## src/rtl/mult_seq_nbit.sv

```systemverilog
// ============================================================================
//  Module      : mult_seq_nbit
//  Description : Parametrised sequential shift-add multiplier with
//                signed/unsigned mode, valid/ready handshakes on both sides
//                and a WIDTH-bit overflow flag. One partial product per cycle.
//  Revision    : 1.0 - initial release
// ============================================================================
`default_nettype none

module mult_seq_nbit #(
    parameter int WIDTH = 16
) (
    input  logic                 clk,
    input  logic                 reset,
    input  logic                 in_valid,
    output logic                 in_ready,
    input  logic [WIDTH-1:0]     a,
    input  logic [WIDTH-1:0]     b,
    input  logic                 is_signed,
    output logic                 out_valid,
    input  logic                 out_ready,
    output logic [2*WIDTH-1:0]   product,
    output logic                 overflow
);

    localparam int                 c_CNT_W    = $clog2(WIDTH);
    localparam logic [c_CNT_W-1:0] c_CNT_LAST = c_CNT_W'(WIDTH - 1);
    localparam logic [c_CNT_W-1:0] c_CNT_ONE  = c_CNT_W'(1);

    typedef enum logic [1:0] {
        S_IDLE = 2'd0,
        S_CALC = 2'd1,
        S_DONE = 2'd2
    } state_t;

    state_t               r_state;
    logic [WIDTH-1:0]     r_mag_a;
    logic [WIDTH-1:0]     r_mag_b;
    logic                 r_neg;
    logic                 r_sgn;
    logic [c_CNT_W-1:0]   r_count;
    logic [2*WIDTH-1:0]   r_acc;
    logic [2*WIDTH-1:0]   r_product;
    logic                 r_overflow;
    logic                 r_in_ready;
    logic                 r_out_valid;

    logic [WIDTH-1:0]     w_abs_a;
    logic [WIDTH-1:0]     w_abs_b;
    logic [2*WIDTH-1:0]   w_addend;
    logic [2*WIDTH-1:0]   w_acc_next;
    logic [2*WIDTH-1:0]   w_prod_next;
    logic                 w_ovf_next;

    // Operand magnitudes; the most negative value maps to 2^(W-1), which
    // still fits as an unsigned WIDTH-bit magnitude.
    always_comb begin
        w_abs_a = (is_signed && a[WIDTH-1]) ? ((~a) + WIDTH'(1)) : a;
        w_abs_b = (is_signed && b[WIDTH-1]) ? ((~b) + WIDTH'(1)) : b;
    end

    // Partial-product step and final sign/overflow resolution.
    always_comb begin
        w_addend    = r_mag_b[r_count] ? ({{WIDTH{1'b0}}, r_mag_a} << r_count)
                                       : '0;
        w_acc_next  = r_acc + w_addend;
        w_prod_next = r_neg ? ((~w_acc_next) + (2*WIDTH)'(1)) : w_acc_next;
        if (r_sgn)
            w_ovf_next = (w_prod_next[2*WIDTH-1:WIDTH] != {WIDTH{w_prod_next[WIDTH-1]}});
        else
            w_ovf_next = (w_prod_next[2*WIDTH-1:WIDTH] != '0);
    end

    // Control FSM with registered handshake outputs and result registers.
    always_ff @(posedge clk or negedge reset) begin
        if (!reset) begin
            r_state     <= S_IDLE;
            r_mag_a     <= '0;
            r_mag_b     <= '0;
            r_neg       <= 1'b0;
            r_sgn       <= 1'b0;
            r_count     <= '0;
            r_acc       <= '0;
            r_product   <= '0;
            r_overflow  <= 1'b0;
            r_in_ready  <= 1'b1;
            r_out_valid <= 1'b0;
        end else begin
            case (r_state)
                S_IDLE: begin
                    if (in_valid) begin
                        r_mag_a    <= w_abs_a;
                        r_mag_b    <= w_abs_b;
                        r_neg      <= is_signed & (a[WIDTH-1] ^ b[WIDTH-1]);
                        r_sgn      <= is_signed;
                        r_count    <= '0;
                        r_acc      <= '0;
                        r_in_ready <= 1'b0;
                        r_state    <= S_CALC;
                    end
                end
                S_CALC: begin
                    r_acc   <= w_acc_next;
                    r_count <= r_count + c_CNT_ONE;
                    if (r_count == c_CNT_LAST) begin
                        r_product   <= w_prod_next;
                        r_overflow  <= w_ovf_next;
                        r_out_valid <= 1'b1;
                        r_state     <= S_DONE;
                    end
                end
                S_DONE: begin
                    if (out_ready) begin
                        r_out_valid <= 1'b0;
                        r_in_ready  <= 1'b1;
                        r_state     <= S_IDLE;
                    end
                end
                default: begin
                    r_out_valid <= 1'b0;
                    r_in_ready  <= 1'b1;
                    r_state     <= S_IDLE;
                end
            endcase
        end
    end

    assign in_ready  = r_in_ready;
    assign out_valid = r_out_valid;
    assign product   = r_product;
    assign overflow  = r_overflow;

endmodule

`default_nettype wire

```

## config.mk

```make
export PLATFORM = sky130hd
export DESIGN_NAME = mult_seq_nbit
export DESIGN_NICKNAME = d
export VERILOG_FILES = /design/src/rtl/mult_seq_nbit.sv
export SDC_FILE = /design/constraint.sdc
export NUM_CORES = 1
export LEC_CHECK = 0
export CAP_MARGIN = 10
export CORE_ASPECT_RATIO = 2
export CORE_MARGIN = 2
export CORE_UTILIZATION = 45
export CTS_CLUSTER_SIZE = 8
export DETAILED_ROUTE_END_ITERATION = 16
export DONT_BUFFER_PORTS = 1
export HOLD_SLACK_MARGIN = 0.1
export PLACE_DENSITY = 0.67
export SETUP_SLACK_MARGIN = 0.05
export SYNTH_ARGS = -nofsm -noshare
export SYNTH_HDL_FRONTEND = slang
export SYNTH_SLANG_ARGS = --single-unit
```

## constraint.sdc

```tcl
create_clock -name clk -period 8.7 [get_ports clk]
set_input_delay 2.61 -clock clk [delete_from_list [all_inputs] [get_ports clk]]
set_output_delay 2.61 -clock clk [all_outputs]
set_load 0.005 [all_outputs]
```

* After elaboration in Yosys (flattened, before gate mapping)
Cells that the tools add are included.
** Word-level totals
- Bits in registers :: 107
- Output and inout port bits :: 35
** Operators by class
- $add $sub $neg :: 5
- $lt $le $gt $ge :: 1
- Bitwise operators :: 7
- Eq/ne operators :: 7
- Shifts and indexed selects :: 1
- Muxes and demuxes :: 21
- Reductions and logical operators :: 11
** Operators by type and width (number)
- 32-bit 2-to-1 mux :: 3
- 32-bit case mux with 2 select lines :: 1
- 16-bit by 1-bit adder with 16-bit output (second input constant) :: 2
- 32-bit by 1-bit adder with 32-bit output (second input constant) :: 1
- 32-bit adder :: 1
- 16-bit 2-to-1 mux :: 2
- 16-bit inverter :: 2
- 32-bit inverter :: 1
- 16-bit by 4-bit << shifter with 32-bit output :: 1
- 16-bit inequality test :: 1
- 16-bit nonzero test :: 1
- 3-bit AND reduction :: 3
- 4-bit case mux with 2 select lines :: 1
- 1-bit 2-to-1 mux :: 6
- 2-bit 2-to-1 mux :: 3
- 2-bit inequality test (second input constant) :: 3
- 1-bit case mux with 3 select lines :: 2
- 2-bit case mux with 3 select lines :: 1
- 2-bit AND reduction :: 3
- 4-bit by 5-bit less-than comparator with 1-bit output (second input constant) :: 1
- 4-bit by 1-bit adder with 4-bit output (second input constant) :: 1
- 1-bit binary-select mux with 4-bit select :: 1
- 4-bit equality test (second input constant) :: 1
- 4-bit 2-to-1 mux :: 1
- 8 further kinds :: 10

* Logic depth before layout (Yosys ltp)
- Word-level depth :: 9
- Depth in mapped cells :: 25

* Worst setup path after synthesis
No wires, ideal clock.
- Path kind :: flip-flop to flip-flop
- From :: register r_count[0]
- To :: register r_overflow (netlist: overflow)
- Buffers on the path :: 5
- Period minus slack after synthesis :: 5.879 ns
- Path slack :: 2.821 ns
- Data arrival time :: 5.751 ns
- Required time :: 8.572 ns
- Library setup time :: 0.128 ns
- Cell stages (with the launch flop) :: 23
- Path through :: dfrtp_1 > buf_1 > buf_1 > clkbuf_1 > mux2i_1 > a21oi_1 > a21oi_1 > nor2_1 > ha_1 > buf_6 > xor2_1 > a2111o_1 > a21oi_2 > o2111ai_1 > or3_1 > or4_1 > buf_2 > o41ai_4 > xor2_1 > o221ai_1 > o32a_1 > nor4_1 > nor3_1
** Between the ends
- Word-level cells in the longest chain between the ends :: 9
- Elaborated cells between the ends (all ways) :: 13
** RTL lines
- start: declaration :: RTL line 41 : logic [c_CNT_W-1:0] r_count;
- start signal: assignment :: RTL line 104 : r_count <= r_count + c_CNT_ONE;
- 1-bit binary-select mux with 4-bit select :: RTL line 64 : w_addend = r_mag_b[r_count] ? ({{WIDTH{1'b0}}, r_mag_a} << r_count)
- 1-bit 2-to-1 mux (implied by the code) :: RTL line 64
- 32-bit 2-to-1 mux :: RTL line 64
- 32-bit adder :: RTL line 66 : w_acc_next = r_acc + w_addend;
- 32-bit inverter :: RTL line 67 : w_prod_next = r_neg ? ((~w_acc_next) + (2*WIDTH)'(1)) : w_acc_next;
- 32-bit by 1-bit adder with 32-bit output :: RTL line 67
- 32-bit 2-to-1 mux :: RTL line 67
- 16-bit inequality test or 16-bit nonzero test (tied branches) :: RTL line 69, 71
- 1-bit 2-to-1 mux :: RTL line 68 : if (r_sgn)
- end signal: assignment :: RTL line 107 : r_overflow <= w_ovf_next;
- end: declaration :: RTL line 44 : logic r_overflow;
Several ways; a longest one is shown, not always the timed one. The select of a mux whose other input is x is not followed.
A chain may end at the register's enable or synchronous reset.

* Worst setup path after layout
- From :: register r_count[1]
- To :: register r_overflow (netlist: overflow)
Same word-level chain as after synthesis.

==> results.yml <==
run_status:
  status: "finished clean"
clocking:
  cts_root_buf: "clkbuf_16"
  clkSinkCount: 107
  cts_hold_buf: 0
  cts-buffers-inserted: 9
  clk_pin_slew_ns: 0.08
  postCtsSetupRepairBufs: 0
  cts.path.max_buffers: 2
  ctsResizeCount: 0
  cts_tree: "done"
  ctsHtreeMaxLevel: 3
  clk-insertion-delay-late_ns: 0.37
floorplan:
  io_pins: 72
  coreArea_sq_mm: 0.0183
  rows: 70
  die_h_um: 197
  die_x_um: 100
  dieArea_sq_mm: 0.0198
  initial_core_util_pct: 45.8
layout:
  final_cell_count_no_fill: 1229
  nets: 1081
  drive_gt1_share_pct: 5.23
  fill_cells: 1839
  num_antenna_cells: 0
  syn2layout_area_growth_pct: 3.96
  final_common_cell: "nand2_1"
  final_cell_mix: "nand2_1 (190), o21ai_0 (112), dfrtp_1 (106), nor2_1 (85), a21oi_1 (57)"
setup_path:
  critPathSlowestCell: "dfrtp_1"
  cpPeakStageDelay_ns: 0.96
  rr_endpoint: "overflow"
  path_cells: "mux4_2, o21bai_1, o21bai_1, and2_0, nor2b_1, ha_1, a21oi_1, o21ai_0, a211oi_1, nand2_1, xor2_1, or4_1, o31ai_1, xnor2_1, o221ai_1, o32a_1, nor4_1, nor3_1"
  r2r_slack_ns: 1.75
  arrival_ns: 7.19
  rr_startpoint: "r_count[1]"
  required_ns: 8.95
  cp-end-kind: "flop"
  cp-start-kind: "flop"
  path_common_cell: "o21bai_1"
  path_class: "reg -> reg"
  reg2regPathDepth: 18
  crit_fanout: 31
timing:
  maxSlewHeadroom_pct: 28.1
  fin_crit_sh_pct: 79.9
  worstMarginPinSlew_ns: 1.08
  final.setup_skew_ns: 0.0126
  fin_tns_setup_ns: 0
  min_period_ns: 6.95
  holdWs_ns: 0.478
  setup_viol: 0
  clock.fmax_mhz: 144
  hold_violations: 0
  rsz0062_at_grt: "false"
  slew_viol_final: 0
drt:
  drtIter0Drc: 327
  drc_errors: 0
  first_pass_iters: 5
  drt_wl_total_um: 22400
  vias: 7266
  ant_nets: 0
  vias_per_cell: 5.91
  wl_per_cell_um: 18.2
synth:
  yosysUniqueCellTypes: 75
  synth_top_family_by_area: "simple AND/OR/NAND/NOR gates"
  synthXorXnorAreaFrac_pct: 8.76
  synth_edf_count: 0
  synthesis.instances: 1059
  yosys_warnings: 0
  synth_fp_nets: 1132
  synth-seq-cells: 107
  yosys.area_share.simple_pct: 23.9
  avgSynthCellArea_sq_um: 7.91
  synth-compound-area-share_pct: 20.9
  async_flop_share_pct: 100
  yosys-mux-area-fraction_pct: 4.94
  synth_ff_type: "dfrtp_1"
  synthAdderAreaFrac_pct: 5.46
  synthesis.area_sq_mm: 0.00838
  yosysSeqAreaShare_pct: 32.0
pwr:
  p_total_w: 0.00415
  ir_drop_mv: 0.163
  powerDensity_mw_per_mm2: 477
  power.leakage_nw: 3.65
hold_path:
  min_from: "r_mag_b[15]"
  hold_depth: 2
  worstHoldEndpoint: "r_mag_b[15]"
  hp-class: "reg -> reg"
global_routing:
  antenna_found_initial: 0
  grt_pass1_vias: 7307
  track_usage_pct: 23.7
  grt.overflow.total: 0
  grt_max_degree: 108
  grt_pass1_wl_um: 37100
place:
  port_buffers: 0
  hpwlAfterDp_um: 17600
  dpl.cell_count: 1213
  place.gp.congestion: 0.952
job:
  maxCapViolCount: 0
-- state kept, by name (all words and copies together), names as in the netlist, 2 cells and up --
signal and flops:
product 32, r_acc 32, r_mag_a 16, r_mag_b 16
r_count 4, r_state 2
-- metrics by stage --
step           setup slack (ns)  util (%)  instance area [sq um]
2_1_floorplan              2.82         -                   8380
3_3_place_gp               2.00      46.0                   8430
3_5_place_dp               1.86      46.0                   8430
4_1_cts                    1.82      47.6                   8710
5_1_grt                    1.16      47.6                   8710
6_report                   1.75      47.6                   8710
-- synthesized netlist by cell type, types with 10 or more instances --
library cell | count | area [sq um]
nand2_1 | 190 | 713
o21ai_0 | 112 | 561
dfrtp_1 | 106 | 2650
nor2_1 | 85 | 319
clkbuf_1 | 58 | 218
a21oi_1 | 57 | 285
nand3_1 | 53 | 265
xnor2_1 | 43 | 377
xor2_1 | 39 | 342
ha_1 | 35 | 438
mux2i_1 | 20 | 200
o31ai_1 | 17 | 128
a211oi_1 | 16 | 120
inv_1 | 16 | 60.1
nand4_1 | 15 | 93.8
nor2b_1 | 14 | 87.6
nor3_1 | 13 | 65.1
and2_1 | 11 | 68.8
nor4_1 | 10 | 62.6
o21bai_1 | 10 | 75.1
or3_1 | 10 | 62.6
-- area by class of cell --
type | count | area [sq um] | area share [%]
multi-input cells | 867 | 5370 | 61.6
flip-flops and latches | 107 | 2680 | 30.7
well taps | 216 | 270 | 3.10
clock buffers | 9 | 225 | 2.59
inverters | 16 | 60.1 | 0.689
clock inverters | 7 | 58.8 | 0.675
repair buffers | 7 | 52.6 | 0.603
-- worst max path at each step --
stage | start | endpoint | cells after the start
5_1_grt | r_count[1] | overflow | 18
2_1_floorplan | r_count[0] | overflow | 22
3_3_place_gp | r_count[1] | overflow | 18
4_1_cts | r_count[1] | overflow | 18
6_report | r_count[1] | overflow | 18
3_5_place_dp | r_count[1] | overflow | 18
-- metal layers --
metal	global-route usage, %	vias up	part of all wire [%]
met2	45.0	152	55
li1	-	3684	-
met1	25.1	3384	38
met5	0	-	0
met3	3.51	46	2.6
met4	10.6	0	3.9
-- logic make-up (layout without fill, tap and decap cells) --
logic type / count (synthesis) / in the layout
DFF: 107 / 107
adders and majority gates: 36 / 36
muxes: 33 / 33
AOI/OAI and AO/OA: 277 / 277
xor gates and xnor gates: 83 / 83
buffers and inverters: 85 / 39
and+or+nand+nor: 438 / 438
-- power by group --
group / internal [W] / switching (W)
registers: 0.000723 / 0.000206
logic: 0.00101 / 0.00180
clock network: 0.000199 / 0.000207
-- worst max-delay path, delay by kind of cell (launching register included) --
kind            cells  cell delay (ns)
compound gates      8             2.61
xor+xnor            2             0.46
fa+ha+maj           1             0.38
flops               1             0.96
mux                 1             0.41
simple gates        6             2.01
(Power assumes the default switching activity.)
